`src/rtl/proc_dispatcher_pkg.sv`:
```
// Shared types for the processor-array dispatcher: instruction opcodes,
// the per-command dispatch sequence states and the instruction beat layout.
package proc_dispatcher_pkg;

    typedef enum logic [1:0] {
        INSTR_NOP   = 2'b00,
        INSTR_LD    = 2'b01,
        INSTR_INFO  = 2'b10,
        INSTR_STORE = 2'b11
    } opcode_t;

    typedef enum logic [2:0] {
        ST_IDLE,
        ST_SELECT,
        ST_LD1,
        ST_LD2,
        ST_INFO,
        ST_STORE
    } dispatch_state_t;

    localparam int INSTR_PAYLOAD_W = 16;

    typedef struct packed {
        opcode_t                      opcode;
        logic [INSTR_PAYLOAD_W-1:0]   payload;
    } instr_t;

    function automatic instr_t make_instr(opcode_t opcode,
                                          logic [INSTR_PAYLOAD_W-1:0] payload);
        instr_t beat;
        beat.opcode  = opcode;
        beat.payload = payload;
        return beat;
    endfunction

endpackage

```
`src/rtl/proc_dispatcher_if.sv`:
```
// Command, processor-array and completion signals of the dispatcher.
// The dispatcher takes the slave side; issue logic / array model take master.
interface proc_dispatcher_if #(
    parameter int PROC_COUNT = 4,
    parameter int ID_W       = 8,
    parameter int ADDR_W     = 16,
    parameter int COUNT_W    = 8,
    parameter int OP_W       = 4
);

    logic                  cmd_valid;
    logic                  cmd_ready;
    logic [ID_W-1:0]       cmd_id;
    logic [ADDR_W-1:0]     addr_0;
    logic [ADDR_W-1:0]     addr_1;
    logic [ADDR_W-1:0]     wr_addr;
    logic [COUNT_W-1:0]    count;
    logic [OP_W-1:0]       op;
    logic [PROC_COUNT-1:0] busy_proc;
    logic [PROC_COUNT-1:0] finish_proc;
    logic [PROC_COUNT-1:0] en_proc;
    logic [PROC_COUNT-1:0] ack_proc;
    logic [ADDR_W+1:0]     instr;
    logic                  done_valid;
    logic [ID_W-1:0]       done_id;
    logic                  done_ready;
    logic                  err_spurious;

    modport master (
        output cmd_valid, cmd_id, addr_0, addr_1, wr_addr, count, op,
               busy_proc, finish_proc, done_ready,
        input  cmd_ready, en_proc, ack_proc, instr, done_valid, done_id,
               err_spurious
    );

    modport slave (
        input  cmd_valid, cmd_id, addr_0, addr_1, wr_addr, count, op,
               busy_proc, finish_proc, done_ready,
        output cmd_ready, en_proc, ack_proc, instr, done_valid, done_id,
               err_spurious
    );

endinterface

```
`src/rtl/proc_dispatcher_rr_arbiter.sv`:
```
// Round-robin arbiter: grants the first requester after the last granted
// index; the pointer moves only when the owner consumes the grant.
module rr_arbiter #(
    parameter  int N  = 4,
    localparam int IW = $clog2(N)
) (
    input  logic          clk,
    input  logic          rst,
    input  logic [N-1:0]  req,
    input  logic          advance,
    output logic [N-1:0]  grant,
    output logic [IW-1:0] index,
    output logic          any
);

    logic [IW-1:0] last;
    logic [IW-1:0] cand;

    // N is a power of two, so the candidate index wraps for free
    always_comb begin
        grant = '0;
        index = '0;
        any   = 1'b0;
        cand  = '0;
        for (int i = 1; i <= N; i++) begin
            cand = last + IW'(i);
            if (!any && req[cand]) begin
                any         = 1'b1;
                index       = cand;
                grant[cand] = 1'b1;
            end
        end
    end

    always_ff @(posedge clk) begin
        if (rst) begin
            last <= IW'(N - 1);
        end else if (advance && any) begin
            last <= index;
        end
    end

endmodule

```
`src/rtl/proc_dispatcher.sv`:
```
// Dispatches one command at a time to a free SIMD processor as a four-beat
// instruction stream and returns finished command IDs upstream.
module proc_dispatcher
    import proc_dispatcher_pkg::*;
#(
    parameter int PROC_COUNT = 4,
    parameter int ID_W       = 8,
    parameter int ADDR_W     = 16,
    parameter int COUNT_W    = 8,
    parameter int OP_W       = 4
) (
    input logic                i_clk,
    input logic                i_rst,
    proc_dispatcher_if.slave   bus
);

    localparam int IW = $clog2(PROC_COUNT);

    dispatch_state_t       state;
    logic [PROC_COUNT-1:0] running;
    logic [PROC_COUNT-1:0] pending;
    logic [PROC_COUNT-1:0] free;
    logic [PROC_COUNT-1:0] sel_grant;
    logic [PROC_COUNT-1:0] done_grant;
    logic [IW-1:0]         sel_index;
    logic [IW-1:0]         done_index;
    logic                  sel_any;
    logic                  done_any;
    logic                  accept;
    logic                  done_slot_open;
    logic                  load;

    logic [ID_W-1:0]       id_table [PROC_COUNT];
    logic [PROC_COUNT-1:0] sel_q;
    logic [ADDR_W-1:0]     addr0_q;
    logic [ADDR_W-1:0]     addr1_q;
    logic [ADDR_W-1:0]     wr_addr_q;
    logic [COUNT_W-1:0]    count_q;
    logic [OP_W-1:0]       op_q;

    assign free           = ~bus.busy_proc & ~running;
    assign bus.cmd_ready  = !i_rst && (state == ST_IDLE) && sel_any;
    assign accept         = bus.cmd_valid && bus.cmd_ready;
    assign done_slot_open = !bus.done_valid || bus.done_ready;
    assign load           = done_slot_open && done_any;

    rr_arbiter #(.N(PROC_COUNT)) u_sel_arb (
        .clk     (i_clk),
        .rst     (i_rst),
        .req     (free),
        .advance (accept),
        .grant   (sel_grant),
        .index   (sel_index),
        .any     (sel_any)
    );

    rr_arbiter #(.N(PROC_COUNT)) u_done_arb (
        .clk     (i_clk),
        .rst     (i_rst),
        .req     (pending),
        .advance (load),
        .grant   (done_grant),
        .index   (done_index),
        .any     (done_any)
    );

    // Command fields and the owning ID are plain data captured at accept
    always_ff @(posedge i_clk) begin
        if (accept) begin
            id_table[sel_index] <= bus.cmd_id;
            sel_q               <= sel_grant;
            addr0_q             <= bus.addr_0;
            addr1_q             <= bus.addr_1;
            wr_addr_q           <= bus.wr_addr;
            count_q             <= bus.count;
            op_q                <= bus.op;
        end
    end

    always_ff @(posedge i_clk) begin
        if (i_rst) begin
            state        <= ST_IDLE;
            bus.en_proc  <= '0;
            bus.ack_proc <= '0;
            bus.instr    <= '0;
        end else begin
            case (state)
                ST_IDLE: begin
                    if (accept) begin
                        state       <= ST_SELECT;
                        bus.en_proc <= sel_grant;
                    end
                end
                ST_SELECT: begin
                    state        <= ST_LD1;
                    bus.en_proc  <= '0;
                    bus.ack_proc <= sel_q;
                    bus.instr    <= {INSTR_LD, addr0_q};
                end
                ST_LD1: begin
                    state     <= ST_LD2;
                    bus.instr <= {INSTR_LD, addr1_q};
                end
                ST_LD2: begin
                    state     <= ST_INFO;
                    bus.instr <= {INSTR_INFO, ADDR_W'({count_q, op_q})};
                end
                ST_INFO: begin
                    state     <= ST_STORE;
                    bus.instr <= {INSTR_STORE, wr_addr_q};
                end
                ST_STORE: begin
                    state        <= ST_IDLE;
                    bus.ack_proc <= '0;
                    bus.instr    <= '0;
                end
                default: begin
                    state        <= ST_IDLE;
                    bus.en_proc  <= '0;
                    bus.ack_proc <= '0;
                    bus.instr    <= '0;
                end
            endcase
        end
    end

    // A processor stays running until its completion is in the done register,
    // which caps outstanding completions at one per processor.
    always_ff @(posedge i_clk) begin
        if (i_rst) begin
            running          <= '0;
            pending          <= '0;
            bus.done_valid   <= 1'b0;
            bus.done_id      <= '0;
            bus.err_spurious <= 1'b0;
        end else begin
            running <= (running | (accept ? sel_grant : '0))
                       & ~(load ? done_grant : '0);
            pending <= (pending | (bus.finish_proc & running))
                       & ~(load ? done_grant : '0);
            bus.err_spurious <= bus.err_spurious | (|(bus.finish_proc & ~running));
            if (done_slot_open) begin
                bus.done_valid <= done_any;
                if (done_any) begin
                    bus.done_id <= id_table[done_index];
                end
            end
        end
    end

endmodule

```
`src/flat_wrapper.sv`:
```
// flat-port wrapper written by rule: the top's interface ports become plain ports
module proc_dispatcher_flat import proc_dispatcher_pkg::*;
#(
    parameter int PROC_COUNT = 4,
    parameter int ID_W       = 8,
    parameter int ADDR_W     = 16,
    parameter int COUNT_W    = 8,
    parameter int OP_W       = 4
)
  (i_clk, i_rst, bus_cmd_valid, bus_cmd_id, bus_addr_0, bus_addr_1, bus_wr_addr, bus_count, bus_op, bus_busy_proc, bus_finish_proc, bus_done_ready, bus_cmd_ready, bus_en_proc, bus_ack_proc, bus_instr, bus_done_valid, bus_done_id, bus_err_spurious);
  proc_dispatcher_if #(.PROC_COUNT(PROC_COUNT), .ID_W(ID_W), .ADDR_W(ADDR_W), .COUNT_W(COUNT_W), .OP_W(OP_W)) bus_i ();
  input logic i_clk;
  input logic i_rst;
  input wire logic [$bits(bus_i.cmd_valid)-1:0] bus_cmd_valid;
  input wire logic [$bits(bus_i.cmd_id)-1:0] bus_cmd_id;
  input wire logic [$bits(bus_i.addr_0)-1:0] bus_addr_0;
  input wire logic [$bits(bus_i.addr_1)-1:0] bus_addr_1;
  input wire logic [$bits(bus_i.wr_addr)-1:0] bus_wr_addr;
  input wire logic [$bits(bus_i.count)-1:0] bus_count;
  input wire logic [$bits(bus_i.op)-1:0] bus_op;
  input wire logic [$bits(bus_i.busy_proc)-1:0] bus_busy_proc;
  input wire logic [$bits(bus_i.finish_proc)-1:0] bus_finish_proc;
  input wire logic [$bits(bus_i.done_ready)-1:0] bus_done_ready;
  output wire logic [$bits(bus_i.cmd_ready)-1:0] bus_cmd_ready;
  output wire logic [$bits(bus_i.en_proc)-1:0] bus_en_proc;
  output wire logic [$bits(bus_i.ack_proc)-1:0] bus_ack_proc;
  output wire logic [$bits(bus_i.instr)-1:0] bus_instr;
  output wire logic [$bits(bus_i.done_valid)-1:0] bus_done_valid;
  output wire logic [$bits(bus_i.done_id)-1:0] bus_done_id;
  output wire logic [$bits(bus_i.err_spurious)-1:0] bus_err_spurious;
  assign bus_i.cmd_valid = bus_cmd_valid;
  assign bus_i.cmd_id = bus_cmd_id;
  assign bus_i.addr_0 = bus_addr_0;
  assign bus_i.addr_1 = bus_addr_1;
  assign bus_i.wr_addr = bus_wr_addr;
  assign bus_i.count = bus_count;
  assign bus_i.op = bus_op;
  assign bus_i.busy_proc = bus_busy_proc;
  assign bus_i.finish_proc = bus_finish_proc;
  assign bus_i.done_ready = bus_done_ready;
  assign bus_cmd_ready = bus_i.cmd_ready;
  assign bus_en_proc = bus_i.en_proc;
  assign bus_ack_proc = bus_i.ack_proc;
  assign bus_instr = bus_i.instr;
  assign bus_done_valid = bus_i.done_valid;
  assign bus_done_id = bus_i.done_id;
  assign bus_err_spurious = bus_i.err_spurious;
  proc_dispatcher #(.PROC_COUNT(PROC_COUNT), .ID_W(ID_W), .ADDR_W(ADDR_W), .COUNT_W(COUNT_W), .OP_W(OP_W)) u_core (.i_clk(i_clk), .i_rst(i_rst), .bus(bus_i));
endmodule
```
`config.mk`:
```
export PLATFORM = sky130hd
export DESIGN_NAME = proc_dispatcher_flat
export DESIGN_NICKNAME = d
export VERILOG_FILES = /design/src/rtl/proc_dispatcher_pkg.sv /design/src/rtl/proc_dispatcher_if.sv /design/src/rtl/proc_dispatcher_rr_arbiter.sv /design/src/rtl/proc_dispatcher.sv /design/src/flat_wrapper.sv
export SDC_FILE = /design/constraint.sdc
export NUM_CORES = 1
export LEC_CHECK = 0
export ABC_AREA = 0
export BUFFER_PORTS_ARGS = -buffer_cell sky130_fd_sc_hd__buf_2
export CORE_MARGIN = 5
export CORE_UTILIZATION = 30
export CTS_BUF_LIST = sky130_fd_sc_hd__clkbuf_16
export CTS_CLUSTER_DIAMETER = 30
export CTS_CLUSTER_SIZE = 24
export DETAILED_ROUTE_END_ITERATION = 16
export PLACE_DENSITY = 0.51
export RECOVER_POWER = 50
export SLEW_MARGIN = 10
export SYNTH_ARGS = -nofsm -noshare
export SYNTH_HDL_FRONTEND = slang
export SYNTH_HIERARCHICAL = 1
export SYNTH_SLANG_ARGS = --single-unit
```
`constraint.sdc`:
```
create_clock -name i_clk -period 3.4 [get_ports i_clk]
set_input_delay 0.34 -clock i_clk [delete_from_list [all_inputs] [get_ports i_clk]]
set_output_delay 0.34 -clock i_clk [all_outputs]
set_load 0.01 [all_outputs]
```
After elaboration in Yosys (flattened, before gate mapping) --
Memory sizes are Yosys's and may differ from the RTL's. A register that Yosys moved wholly into a read port is not among the register bits. Index checks and enable logic that the tools add are counted. Widths: inputs -> output; s select.
Storage, ports and cells: register bits after elaboration 107, bits of input ports 80, memories 1, memory bits (writable) 32, word-level logic and storage cells 164
Cells by class: bitwise gates (word level) 18, muxes and demuxes 66, reduce and logical (&&, ||, !) cells 35, order comparisons 16, add/sub/neg operators 6, equality and inequality tests 6
Memories:
- u_core.id_table | words 4, width 8, rd ports 1, clocked after Yosys merged registers in 1, write ports 1, line proc_dispatcher.sv:33 | logic [ID_W-1:0] id_table [PROC_COUNT];
Operators by type and width (count):
- $pmux 18 s5 | 1
- $mux 4 | 11
- $or 4x4->4 | 8
- $mux 1 | 26
- $lt 2x3->1 const B | 8
- $and 4x4->4 | 5
- $logic_and 1x1->1 | 20
- $bmux 1 s2 | 8
- $demux 1 s2 | 8
- $ge 2x1->1 const B | 8
- $mux 2 | 8
- $pmux 4 s2 | 2
- $pmux 3 s5 | 1
- $not 4->4 | 3
- $reduce_or 4->1 | 3
- $add 2x2->2 const B | 4
- $logic_not 1->1 | 8
- $eq 3x2->1 const B | 2
- $eq 3x3->1 const B | 2
- $add 2x1->2 const B | 2
- $reduce_and 2->1 | 2
- $eq 3x1->1 const B | 1
- $logic_not 3->1 | 1
- $mux 3 | 1
- 4 further kinds | 4

Depth between registers and ports, before layout --
depth after elaboration 19, mapped depth 11

Modules after synthesis --
The synthesis kept the hierarchy.
Modules (own cells, without submodules):
- proc_dispatcher | cells an instance 335, area an instance 5367.6 µm², times used 1, sequential area each 3823.7 µm²
- rr_arbiter at u_core.u_done_arb | cells an instance 64, area an instance 536.8 µm², times used 1, sequential area each 40.0 µm²
- rr_arbiter at u_core.u_sel_arb | cells an instance 64, area an instance 525.5 µm², times used 1, sequential area each 40.0 µm²

Worst setup path after synthesis --
Ideal clock, no wire load.
path kind input port to flip-flop, start point in bus_busy_proc[2], end point reg u_core.u_sel_arb.last[0], library setup time 0.127 ns, stages on the path 9, path slack -0.265 ns, arrival 3.538 ns, cells stage by stage nor2_1 -> nor2_1 -> nand2_1 -> and4bb_2 -> nand2_1 -> inv_1 -> nand2_1 -> o311a_1 -> or3_1
Between the ends: longest elaborated chain between the ends 17, elaborated cells on any way between the ends 27, those cells by class mux (16); bitwise (2); reduce/logical (9)
Ends and longest elaborated chain:
- start: declaration | line flat_wrapper.sv:21 | input wire logic [$bits(bus_i.busy_proc)-1:0] bus_busy_proc;
- $not 4->4 * | line proc_dispatcher.sv:41 | assign free = ~bus.busy_proc & ~running;
- $and 4x4->4 * | line proc_dispatcher.sv:41
- $bmux 1 s2 | line proc_dispatcher_rr_arbiter.sv:27 | if (!any && req[cand]) begin
- $mux 1 (implied by the code) | line proc_dispatcher_rr_arbiter.sv:27
- $mux 1 | line proc_dispatcher_rr_arbiter.sv:27
- $logic_not 1->1 | line proc_dispatcher_rr_arbiter.sv:27
- $logic_and 1x1->1 | line proc_dispatcher_rr_arbiter.sv:27
- $mux 1 | line proc_dispatcher_rr_arbiter.sv:27
- [3 not listed]
- $logic_not 1->1 | line proc_dispatcher_rr_arbiter.sv:27
- $logic_and 1x1->1 | line proc_dispatcher_rr_arbiter.sv:27
- $mux 1 * | line proc_dispatcher_rr_arbiter.sv:27
- via u_core.sel_any | line proc_dispatcher.sv:27 | logic sel_any;
- $logic_and 1x1->1 * | line proc_dispatcher.sv:42 | assign bus.cmd_ready = !i_rst && (state == ST_IDLE) && sel_any;
- $logic_and 1x1->1 * | line proc_dispatcher.sv:43 | assign accept = bus.cmd_valid && bus.cmd_ready;
- via u_core.accept | line proc_dispatcher.sv:29 | logic accept;
- $logic_and 1x1->1 * | line proc_dispatcher_rr_arbiter.sv:38 | end else if (advance && any) begin
- end signal: assignment | line proc_dispatcher_rr_arbiter.sv:37 | last <= IW'(N - 1);
- end signal: assignment | line proc_dispatcher_rr_arbiter.sv:39 | last <= index;
- end: declaration | line proc_dispatcher_rr_arbiter.sv:16 | logic [IW-1:0] last;
Mark *: on every way through the listed nets, which the timed path passes. The rest lies on a longest branch. The select of a mux whose other input is x is not followed. A chain may end at the register's enable or synchronous reset.

Worst setup path after layout --
start point reg u_core.u_done_arb.last[1], end point reg u_core.bus.done_id[2] (read register of u_core.id_table)
Between the ends: elaborated cells on any way between the ends 26, those cells by class add/sub (3); mux (16); reduce/logical (7)
RTL lines:
- start: declaration | line proc_dispatcher_rr_arbiter.sv:16
- start signal: assignment | line proc_dispatcher_rr_arbiter.sv:37
- start signal: assignment | line proc_dispatcher_rr_arbiter.sv:39
- $add 2x1->2 | line proc_dispatcher_rr_arbiter.sv:26 | cand = last + IW'(i);
- $bmux 1 s2 | line proc_dispatcher_rr_arbiter.sv:27
- $mux 1 (implied by the code) | line proc_dispatcher_rr_arbiter.sv:27
- $mux 1 | line proc_dispatcher_rr_arbiter.sv:27
- $logic_not 1->1 | line proc_dispatcher_rr_arbiter.sv:27
- $logic_and 1x1->1 | line proc_dispatcher_rr_arbiter.sv:27
- $mux 1 | line proc_dispatcher_rr_arbiter.sv:27
- $logic_not 1->1 | line proc_dispatcher_rr_arbiter.sv:27
- $logic_and 1x1->1 | line proc_dispatcher_rr_arbiter.sv:27
- $mux 1 | line proc_dispatcher_rr_arbiter.sv:27
- $logic_not 1->1 | line proc_dispatcher_rr_arbiter.sv:27
- $logic_and 1x1->1 | line proc_dispatcher_rr_arbiter.sv:27
- $mux 2 * | line proc_dispatcher_rr_arbiter.sv:27
- via u_core.done_index[0] | line proc_dispatcher.sv:26 | logic [IW-1:0] done_index;
- end: declaration | line proc_dispatcher_if.sv:39 | output cmd_ready, en_proc, ack_proc, instr, done_valid, done_id,
Marks and branches as above.

==> summary.txt <==
Run status
  • Status: finished clean

Detailed routing
  • DR vias: 4429
  • 1st-pass router iterations: 5
  • DRT Wirelength: 16240 um
  • Routed len/inst: 18.56 um
  • Antenna viol nets, final: 0
  • Residual DRC: 0
  • Via density: around 5.1
  • DRT iter0 DRCs: between 200 and 300

Placed design
  • Final HPWL DP: 10900 um
  • GPL Wtd Cong: 0.8834
  • Port Buffers: around 120
  • Place WS: 0.3303 ns

STA
  • Setup TNS Final: 0 ns
  • Slew Limit Headroom: 52.24%
  • Worst-Margin Slew: around 0.72 ns
  • RSZ-0062 raised after global routing: false
  • Final slew viol count: 0
  • Fmax achieved: approximately 320 MHz
  • Final setup margin: 0.3014 ns
  • Final Skew: about 0.010 ns
  • Final hold violations: 0
  • Final setup violation count: 0
  • Final period utilization: 91.13%
  • Final Critical Period: about 3.1 ns

Pwr
  • P_leak: approximately 2.8 nW
  • Switch share: 26.28%
  • Worst vdd ir: 0.0003179 V
  • Internal Power: between 0.003 and 0.004 W
  • Clock power frac: 40.3%
  • Sw power: ~0.0013 W
  • Comb power frac: 15.2%
  • Total power per unit cell area: 611.5 nW/um^2
  • Reg power frac: between 40 and 50%

GRT
  • Number of global-route vias before repair: 4503
  • Total GRT Usage: between 10% and 20%
  • Largest net degree at the start of global routing: 66
  • First-pass GRT wire length: 24670 um
  • Antenna violations before repair: 0
  • Total grt overflow: 0

Logic synthesis
  • Sequential share of the synthesized area: 60.71%
  • Synthesized net count: between 500 and 600
  • Synthesized netlist cell count: 463
  • Yosys top cell by area: edfxtp_1
  • Synth Flop Type: edfxtp_1
  • Async S/R FF share, synth: 0%
  • Yosys warnings: 6
  • Largest cells by area after synthesis: edfxtp_1 45%, dfxtp_1 16%, mux4_2 8.4%
  • Synthesized area per cell: 13.89 sq um
  • EDFF count, synth: 96
  • Synthesized cell area: 6430 sq um
  • Yosys top cell area share: 44.83%
  • Distinct cells, synth: 53
  • Yosys reg bits: 147

Floorplanning
  • Io pins: 117
  • Die H: 156.4 um
  • Core area: 21090 sq um
  • Num rows: 53
  • Die Width: 156.4 um
  • Initial Util: 30.49%
  • Full die area: 24460 sq um

Clocking
  • CTS tree: done
  • Max H-tree Level: 4
  • Clk buf depth: 2
  • Clock latency on the worst-skew pair: 0.42 ns
  • Reg clk slew, reported paths: 0.07 ns
  • Hold Buf Count CTS: 0
  • Post-CTS Resized: 0
  • Postcts setup bufs: 0
  • Clock sinks: between 100 and 150
  • Num CTS Buffers: 17
  • Clk root buf: clkbuf_16

Critical path
  • Bufs and invs on worst path: 2
  • Nature of the critical path startpoint: register
  • CP Class: reg2reg
  • Req. time, crit path: 3.70 ns
  • Crit path max fanout: 12
  • CP arrival: 3.40 ns
  • CP peak stage delay: 0.55 ns
  • Crit-path leading delay family: multiplexers
  • Slowest CP cell: dfxtp_1
  • CP Capture Type: register
  • Worst path cell trace: inv_1, ha_1, mux4_2, nor2b_2, nor3_1, a21oi_1, buf_4, mux4_2, nand4b_1, o21ai_0
  • Cell mode on critical path: mux4_2

Layout
  • Most frequent cells in the layout: 96 x edfxtp_1, 71 x buf_2, 51 x dfxtp_1, 46 x clkbuf_1, 39 x nand2_1
  • Area delta synth->final: 22.51%
  • Layout cells sized above 1: 25.67%
  • # nets final: 683
  • N_diodes: 0
  • Commonest non-fill, non-tap cell in the layout: edfxtp_1

Run
  • Max-cap check violation count: 0

Hold path
  • Hold WC Path Type: in2reg
-- stage by stage --
stage	util (%)	total power [W]	std cells	hold WS [ns]	area (sq um)
final	37.36	0.004817	875	0.09056	7878
after global routing	37.36	0.005030	875	0.06417	7878
after CTS	37.68	0.004895	875	0.06953	7945
after detailed placement	34.80	0.002941	843	0.4511	7338
after global placement	34.80	0.002923	843	0.4423	7338
after floorplan	-	0.002679	463	0.4355	6434
-- worst reg2reg max path, delay by kind of cell, from the launching register on --
family	cells	cell delay (ns)
AOI/OAI and AO/OA	2	0.23
muxes	2	0.93
buffers and inverters	2	0.43
adders and majority gates	1	0.40
DFF	1	0.55
and+or+nand+nor	3	0.43
-- per-layer routing --
| metal | track usage [%] | wire length [um] | up-vias |
|---|---|---|---|
| met5 | 0 | 0 | - |
| met4 | 4.132 | 177 | 0 |
| met3 | 3.291 | 961 | 20 |
| met2 | 21.65 | 7868 | 159 |
| met1 | 16.69 | 7234 | 2200 |
| li1 | - | - | 2050 |
-- registers in the layout (all words and copies together), names as in the netlist --
signal / flops
u_core/bus.instr: 18
u_core/running: 4
u_core/id_table: 32
u_core/count_q: 8
u_core/state: 3
u_core/u_done_arb/last: 2
u_core/wr_addr_q: 16
u_core/sel_q: 4
u_core/addr0_q: 16
u_core/addr1_q: 16
u_core/u_sel_arb/last: 2
u_core/bus.ack_proc: 4
u_core/bus.err_spurious: 1
u_core/bus.done_id: 8
u_core/bus.en_proc: 4
u_core/bus.done_valid: 1
u_core/op_q: 4
u_core/pending: 4
-- kinds of logic (layout without fill, tap and decap cells) --
kind of cell | after synthesis | in the layout | share of synthesized area [%]
fa+ha+maj | 16 | 16 | 3.113
flops | 147 | 147 | 60.71
compound gates | 92 | 92 | 10.59
simple gates | 135 | 135 | 11.83
buf+inv | 37 | 174 | 2.860
xor+xnor | 2 | 2 | 0.3893
mux | 34 | 34 | 10.51
-- cell usage after synthesis (5+ instances only) --
library cell / count
edfxtp_1: 96
dfxtp_1: 51
nand2_1: 39
mux4_2: 24
a21oi_1: 23
nor2_1: 17
ha_1: 16
o21ai_0: 15
nand2b_1: 13
a22o_1: 12
buf_2: 12
inv_1: 12
nand4b_1: 12
a222oi_1: 9
a221oi_1: 8
nand3_1: 8
nand3b_1: 8
clkbuf_1: 7
mux2i_1: 6
nor3_1: 6
nor2b_1: 5
-- power groups by stage --
| stage | combinational (W) | clock [W] | sequential [W] |
|---|---|---|---|
| 2_1_floorplan | 0.000486 | 0 | 0.00219 |
| 3_3_place_gp | 0.000746 | 0 | 0.00218 |
| 3_5_place_dp | 0.000757 | 0 | 0.00218 |
| 4_1_cts | 0.000761 | 0.00199 | 0.00215 |
| 5_1_grt | 0.000793 | 0.00208 | 0.00216 |
| 6_report | 0.000731 | 0.00194 | 0.00215 |
-- path summary, 6_finish.rpt --
kind,start,endpoint,slack [ns],depth (start not counted)
worst min register to register,u_core/wr_addr_q[10],u_core/bus.instr[10],0.46,1
worst max register to register,u_core/u_done_arb/last[1],u_core/bus.done_id[2],0.30,10
worst max-delay path,u_core/u_done_arb/last[1],u_core/bus.done_id[2],0.30,10
worst min-delay path,bus_wr_addr[3],u_core/wr_addr_q[3],0.09,1
-- layout make-up --
| type | count | area [sq um] |
|---|---|---|
| Fill cell | 2046 | 13210 |
| Sequential cell | 147 | 3904 |
| Multi-Input combinational cell | 279 | 2336 |
| Timing Repair Buffer | 130 | 638.1 |
| Clock buffer | 17 | 425.4 |
| Tap cell | 275 | 344.1 |
| Clock inverter | 15 | 181.4 |
| Inverter | 12 | 48.80 |
Power figures use the tool's default switching activity.
